File: config.mk
export PLATFORM = sky130hd
export DESIGN_NAME = draw_scheduler
export DESIGN_NICKNAME = d
export VERILOG_FILES = /design/src/rtl/draw_sched_pkg.sv /design/src/rtl/draw_pick.sv /design/src/rtl/draw_scheduler.sv
export SDC_FILE = /design/constraint.sdc
export NUM_CORES = 1
export LEC_CHECK = 0
export BUFFER_PORTS_ARGS = -buffer_cell sky130_fd_sc_hd__clkbuf_2
export CAP_MARGIN = 20
export CORE_AREA = 2 2 78 80
export CTS_BUF_LIST = sky130_fd_sc_hd__clkbuf_4
export CTS_CLUSTER_SIZE = 16
export DETAILED_ROUTE_END_ITERATION = 6
export DIE_AREA = 0 0 80 82
export HOLD_SLACK_MARGIN = 0.1
export PLACE_DENSITY = 0.73
export SLEW_MARGIN = 20
export SYNTH_ARGS = -nofsm -noshare
export SYNTH_HDL_FRONTEND = slang
export SYNTH_SLANG_ARGS = --single-unit
export TNS_END_PERCENT = 50
File: constraint.sdc
create_clock -name clk -period 1.7 [get_ports clk]
set_input_delay 0.255 -clock clk [delete_from_list [all_inputs] [get_ports clk]]
set_output_delay 0.255 -clock clk [all_outputs]
set_load 0.005 [all_outputs]
File: src/rtl/draw_sched_pkg.sv
// Shared definitions for the draw scheduler: FSM state encoding and default
// pixel bus widths matching the vga_adapter.
package draw_sched_pkg;

  localparam int DEF_X_W = 8;
  localparam int DEF_Y_W = 7;
  localparam int DEF_C_W = 3;

  typedef enum logic [1:0] {
    ST_SCAN = 2'd0,
    ST_RUN  = 2'd1,
    ST_SYNC = 2'd2
  } state_e;

endpackage

File: src/rtl/draw_pick.sv
// Combinational search for the lowest set mask bit at or above pointer p.
// The pointer is one bit wider than the index so it can reach N_CH,
// which means "past the last channel" and never matches.
module draw_pick #(
  parameter int N_CH  = 4,
  parameter int IDX_W = 2
) (
  input  logic [N_CH-1:0]  mask_i,
  input  logic [IDX_W:0]   p_i,
  output logic [IDX_W-1:0] idx_o,
  output logic             found_o
);

  // Scan downwards so the last match written is the lowest eligible index.
  always_comb begin
    idx_o   = '0;
    found_o = 1'b0;
    for (int i = N_CH - 1; i >= 0; i--) begin
      if (mask_i[i] && ((IDX_W+1)'(i) >= p_i)) begin
        idx_o   = IDX_W'(i);
        found_o = 1'b1;
      end
    end
  end

endmodule

File: src/rtl/draw_scheduler.sv
// Round-based arbiter that hands the single vga_adapter pixel port to one
// drawer channel at a time, in ascending index order, with a grant watchdog
// and optional frame-locked rounds.
module draw_scheduler
  import draw_sched_pkg::*;
#(
  parameter int N_CH       = 4,
  parameter int X_W        = DEF_X_W,
  parameter int Y_W        = DEF_Y_W,
  parameter int C_W        = DEF_C_W,
  parameter int TIMEOUT    = 4096,
  parameter int WAIT_FRAME = 1
) (
  input  logic                      clk,
  input  logic                      resetn,
  input  logic [N_CH-1:0]           ch_en_i,
  input  logic                      frame_tick_i,
  output logic [N_CH-1:0]           go_o,
  input  logic [N_CH-1:0]           done_i,
  input  logic [N_CH*X_W-1:0]       ch_x_i,
  input  logic [N_CH*Y_W-1:0]       ch_y_i,
  input  logic [N_CH*C_W-1:0]       ch_colour_i,
  input  logic [N_CH-1:0]           ch_plot_i,
  output logic [X_W-1:0]            x_out_o,
  output logic [Y_W-1:0]            y_out_o,
  output logic [C_W-1:0]            colour_out_o,
  output logic                      plot_out_o,
  output logic [$clog2(N_CH)-1:0]   cur_ch_o,
  output logic                      busy_o,
  output logic                      round_done_o,
  output logic                      timeout_err_o
);

  localparam int CH_W = $clog2(N_CH);
  localparam int WD_W = (TIMEOUT > 1) ? $clog2(TIMEOUT) : 1;
  localparam bit WD_EN = (TIMEOUT > 0);
  localparam logic [WD_W-1:0] WD_LAST = (TIMEOUT > 0) ? WD_W'(TIMEOUT - 1) : '0;
  localparam state_e RESET_STATE = (WAIT_FRAME != 0) ? ST_SYNC : ST_SCAN;

  state_e          state_q, state_d;
  logic [CH_W:0]   p_q, p_d;
  logic [CH_W-1:0] cur_ch_q, cur_ch_d;
  logic [WD_W-1:0] wd_q, wd_d;
  logic            pending_q, pending_d;
  logic            terr_q, terr_d;
  logic [CH_W-1:0] pick_idx;
  logic            pick_found;

  draw_pick #(
    .N_CH  (N_CH),
    .IDX_W (CH_W)
  ) u_pick (
    .mask_i  (ch_en_i),
    .p_i     (p_q),
    .idx_o   (pick_idx),
    .found_o (pick_found)
  );

  // Register all scheduler state; reset parks in SYNC or SCAN depending on frame locking.
  always_ff @(posedge clk) begin
    if (!resetn) begin
      state_q   <= RESET_STATE;
      p_q       <= '0;
      cur_ch_q  <= '0;
      wd_q      <= '0;
      pending_q <= 1'b0;
      terr_q    <= 1'b0;
    end else begin
      state_q   <= state_d;
      p_q       <= p_d;
      cur_ch_q  <= cur_ch_d;
      wd_q      <= wd_d;
      pending_q <= pending_d;
      terr_q    <= terr_d;
    end
  end

  // Next-state logic: pick a channel, hold the grant until done or watchdog, then wait for a frame.
  always_comb begin
    state_d   = state_q;
    p_d       = p_q;
    cur_ch_d  = cur_ch_q;
    wd_d      = wd_q;
    pending_d = pending_q | frame_tick_i;
    terr_d    = terr_q;
    case (state_q)
      ST_SCAN: begin
        if (pick_found) begin
          cur_ch_d = pick_idx;
          p_d      = {1'b0, pick_idx} + 1'b1;
          wd_d     = '0;
          state_d  = ST_RUN;
        end else begin
          p_d     = '0;
          state_d = (WAIT_FRAME != 0) ? ST_SYNC : ST_SCAN;
        end
      end
      ST_RUN: begin
        if (done_i[cur_ch_q]) begin
          state_d = ST_SCAN;
        end else if (WD_EN && (wd_q == WD_LAST)) begin
          state_d = ST_SCAN;
          terr_d  = 1'b1;
        end else begin
          wd_d = wd_q + 1'b1;
        end
      end
      ST_SYNC: begin
        if (pending_q) begin
          state_d   = ST_SCAN;
          pending_d = frame_tick_i;
        end
      end
      default: state_d = ST_SCAN;
    endcase
  end

  // Grant, status and pixel mux outputs; strobes are held low while reset is asserted.
  always_comb begin
    go_o = '0;
    if (resetn && (state_q == ST_RUN)) go_o[cur_ch_q] = 1'b1;
    busy_o        = resetn && (state_q == ST_RUN);
    round_done_o  = resetn && (state_q == ST_SCAN) && !pick_found;
    plot_out_o    = ch_plot_i[cur_ch_q] && busy_o;
    x_out_o       = ch_x_i[int'(cur_ch_q)*X_W +: X_W];
    y_out_o       = ch_y_i[int'(cur_ch_q)*Y_W +: Y_W];
    colour_out_o  = ch_colour_i[int'(cur_ch_q)*C_W +: C_W];
    cur_ch_o      = cur_ch_q;
    timeout_err_o = terr_q;
  end

endmodule

==> flow_summary.yaml <==
yosys:
  async_flop_share_pct: 0
  seq_area_frac_synth_pct: 24.9
  netlist_area_um2: 1690
  netlist.area_leader.share_pct: 25.4
  synth_edf_count: 0
  syn-mean-instance-area_um2: 9.53
  ys.flop_type: "dfxtp_1"
  yosysTopAreaCell: "mux4_2"
  yosysUniqueCellTypes: 48
  synthesis.nets: 266
  yosysWarnings: 0
  synth.most_common_cell: "dfxtp_1"
  synth_area_leaders: "mux4_2, dfxtp_1, nand2_1"
  synthTopCellsByCount: "dfxtp_1, mux4_2, nand2_1"
  synth_cells: 177
  ys_ff_latch: 21
routing:
  drtPass1Iterations: 4
  ant_nets: 0
  vias: 2078
  routedWlPerCell_um: 15.6
  totalWireLength_mm: 6.25
  viasPerCell: 5.20
  drc: 0
  drt_iter0_markers: 121
sta:
  rsz0062_at_grt: "yes"
  final.setup_skew_ps: 1.67
  drv_slew: 0
  fmax_mhz: 525
  period_share_pct: 112
  setup_violations: 29
  worstMarginPinSlew_ps: 425
  relSlewSlack_pct: 71.5
  hold_viol: 0
  finalWorstSetupSlack_ps: -204
  period_needed_ps: 1900
clock_tree:
  clk_pin_slew_worst_paths_ps: 120
  clock_latency_ps: 320
  cts_buffer_depth: 2
  cts-root-buf: "clkbuf_4"
  cts_tree: "yes"
  cts_buffers: 3
  cts_sinks: 21
  htree_levels: 1
critical_path:
  worstPathRequired_ps: 1440
  arrival_ps: 1650
  cp_cell_sequence: "buf_12 > mux4_2 > and3_4 > clkbuf_2"
  crit_type: "flip-flop to output pin"
  worst_setup_path_end_kind: "output pin"
  cp_max_fo: 9
  cp-start-kind: "flip-flop"
  slowest_stage: "mux4_2"
  slowest_delay_ps: 500
global_routing:
  gr-total-overflow: 0
  grtUsageMet2_pct: 34.8
  globalRouteMet1Util_pct: 19.8
  grt_max_degree: 15
  first_global_vias: 1983
  antenna_found_initial: 0
  grt_use_met3_pct: 3.52
  grt_pass1_wl_mm: 9.30
  grt_usage_pct: 18.1
  grt-busiest-layer: "met2"
layout:
  drive_above_1_share_pct: 64.6
  area_delta_synth_final_pct: 61.9
  antenna_cells: 0
  utilization_pct: 47.5
  nets: 415
  fillers: 548
run:
  cap_viol_max_count: 0
place:
  dp_hpwl_mm: 4.84
  gp_congestion: 0.867
  port_buffers: 114
  pre_cts_ws_ps: -139
run_status:
  violations: "negative setup slack"
  status: "complete, but fails checks"
floorplan:
  die_w_um: 80
  row_count: 28
  core_area_um2: 5750
  die-area_um2: 6560
  ioPinCount: 115
  die_h_um: 82
  start_util_pct: 29.4
power_and_ir_drop:
  pwr_density_cell_nw_per_um2: 502
  peakVddDrop_uv: 210
  leakage_uw: 0.00128
worst_hold_path:
  worstHoldPathType: "primary input to flip-flop"
metal layers:
metal  vias to the layer above  share of wire [%]
li1                        985                  -
met3                        12                8.8
met1                       989                 37
met5                         -                  0
met4                         0                2.5
met2                        92                 52
power breakdown:
part           internal, µW  switching [µW]  total (µW)
registers               509            17.3         526
logic                   335             256         591
clock network          88.2             164         252
total                   932             437        1370
state kept, by name, indices dropped and copies added, names as in the netlist:
name / flops
wd_q: 12
state_q: 2
pending_q: 1
timeout_err_o: 1
p_q: 3
cur_ch_o: 2
logic make-up after synthesis:
| kind of cell | Yosys count | synth area share (%) |
|---|---|---|
| multiplexers | 25 | 29.0 |
| adder cells (fa/ha/maj) | 2 | 1.48 |
| flip-flops | 21 | 24.9 |
| AND/OR/NAND/NOR | 73 | 24.0 |
| AO/OA/AOI/OAI | 35 | 14.8 |
| buffers and inverters | 21 | 5.79 |
stage by stage:
stage	total power (µW)	setup TNS [ps]	cell area (µm²)	cells	hold slack, ps
2_1_floorplan	806	-46.8	1690	177	384
4_1_cts	1340	-3550	2670	397	144
3_3_place_gp	1050	-692	2530	386	464
6_report	1370	-3780	2730	400	145
3_5_place_dp	1060	-879	2530	386	477
5_1_grt	1440	-5760	2730	400	165
cell type report:
type                       count  area [µm²]  share of cell area (%)
timing repair buffer         155         902                    33.0
sequential                    21         432                    15.8
multi-input combinational    136        1240                    45.5
tap                           75        93.8                    3.44
clock buffer                   3        22.5                   0.825
clock inverter                 1        5.00                   0.183
inverter                       9        33.8                    1.24
worst max-delay path, delay by kind of cell, from the launching register on:
family        cells  cell delay [ps]
mux               1              500
buf+inv           2              230
simple gates      1              190
flops             1              400
placed cells by master (no fill, tap or decap), drive strengths merged, types with 4 or more instances in the layout:
cell    instances
mux4           19
mux2i           5
o21ai           6
clkbuf        115
and3            4
nand2          18
nor3            7
buf            43
nor2           14
nand4           4
dfxtp          21
inv             9
nand2b          4
a21oi          10
timing repair:
item / in CTS / in global routing
buffers inserted: 8 / 2
endpoints found under the hold margin: 0 / 0
gates resized for setup: 20 / 14
cloned: 0 / 1
hold buffers: 0 / 0
setup endpoints to repair: 35 / 36
pin swaps: 1 / 2
worst paths after layout:
| check | start | endpoint | slack (ps) | cells after the start |
|---|---|---|---|---|
| worst max-delay path | cur_ch_o[0] | plot_out_o | -200 | 4 |
| worst min-delay path | frame_tick_i | pending_q | 140 | 3 |
| worst max register to register | cur_ch_o[0] | wd_q[9] | -160 | 6 |
| worst min register to register | p_q[0] | p_q[0] | 490 | 2 |
(Power assumes the default switching activity.)
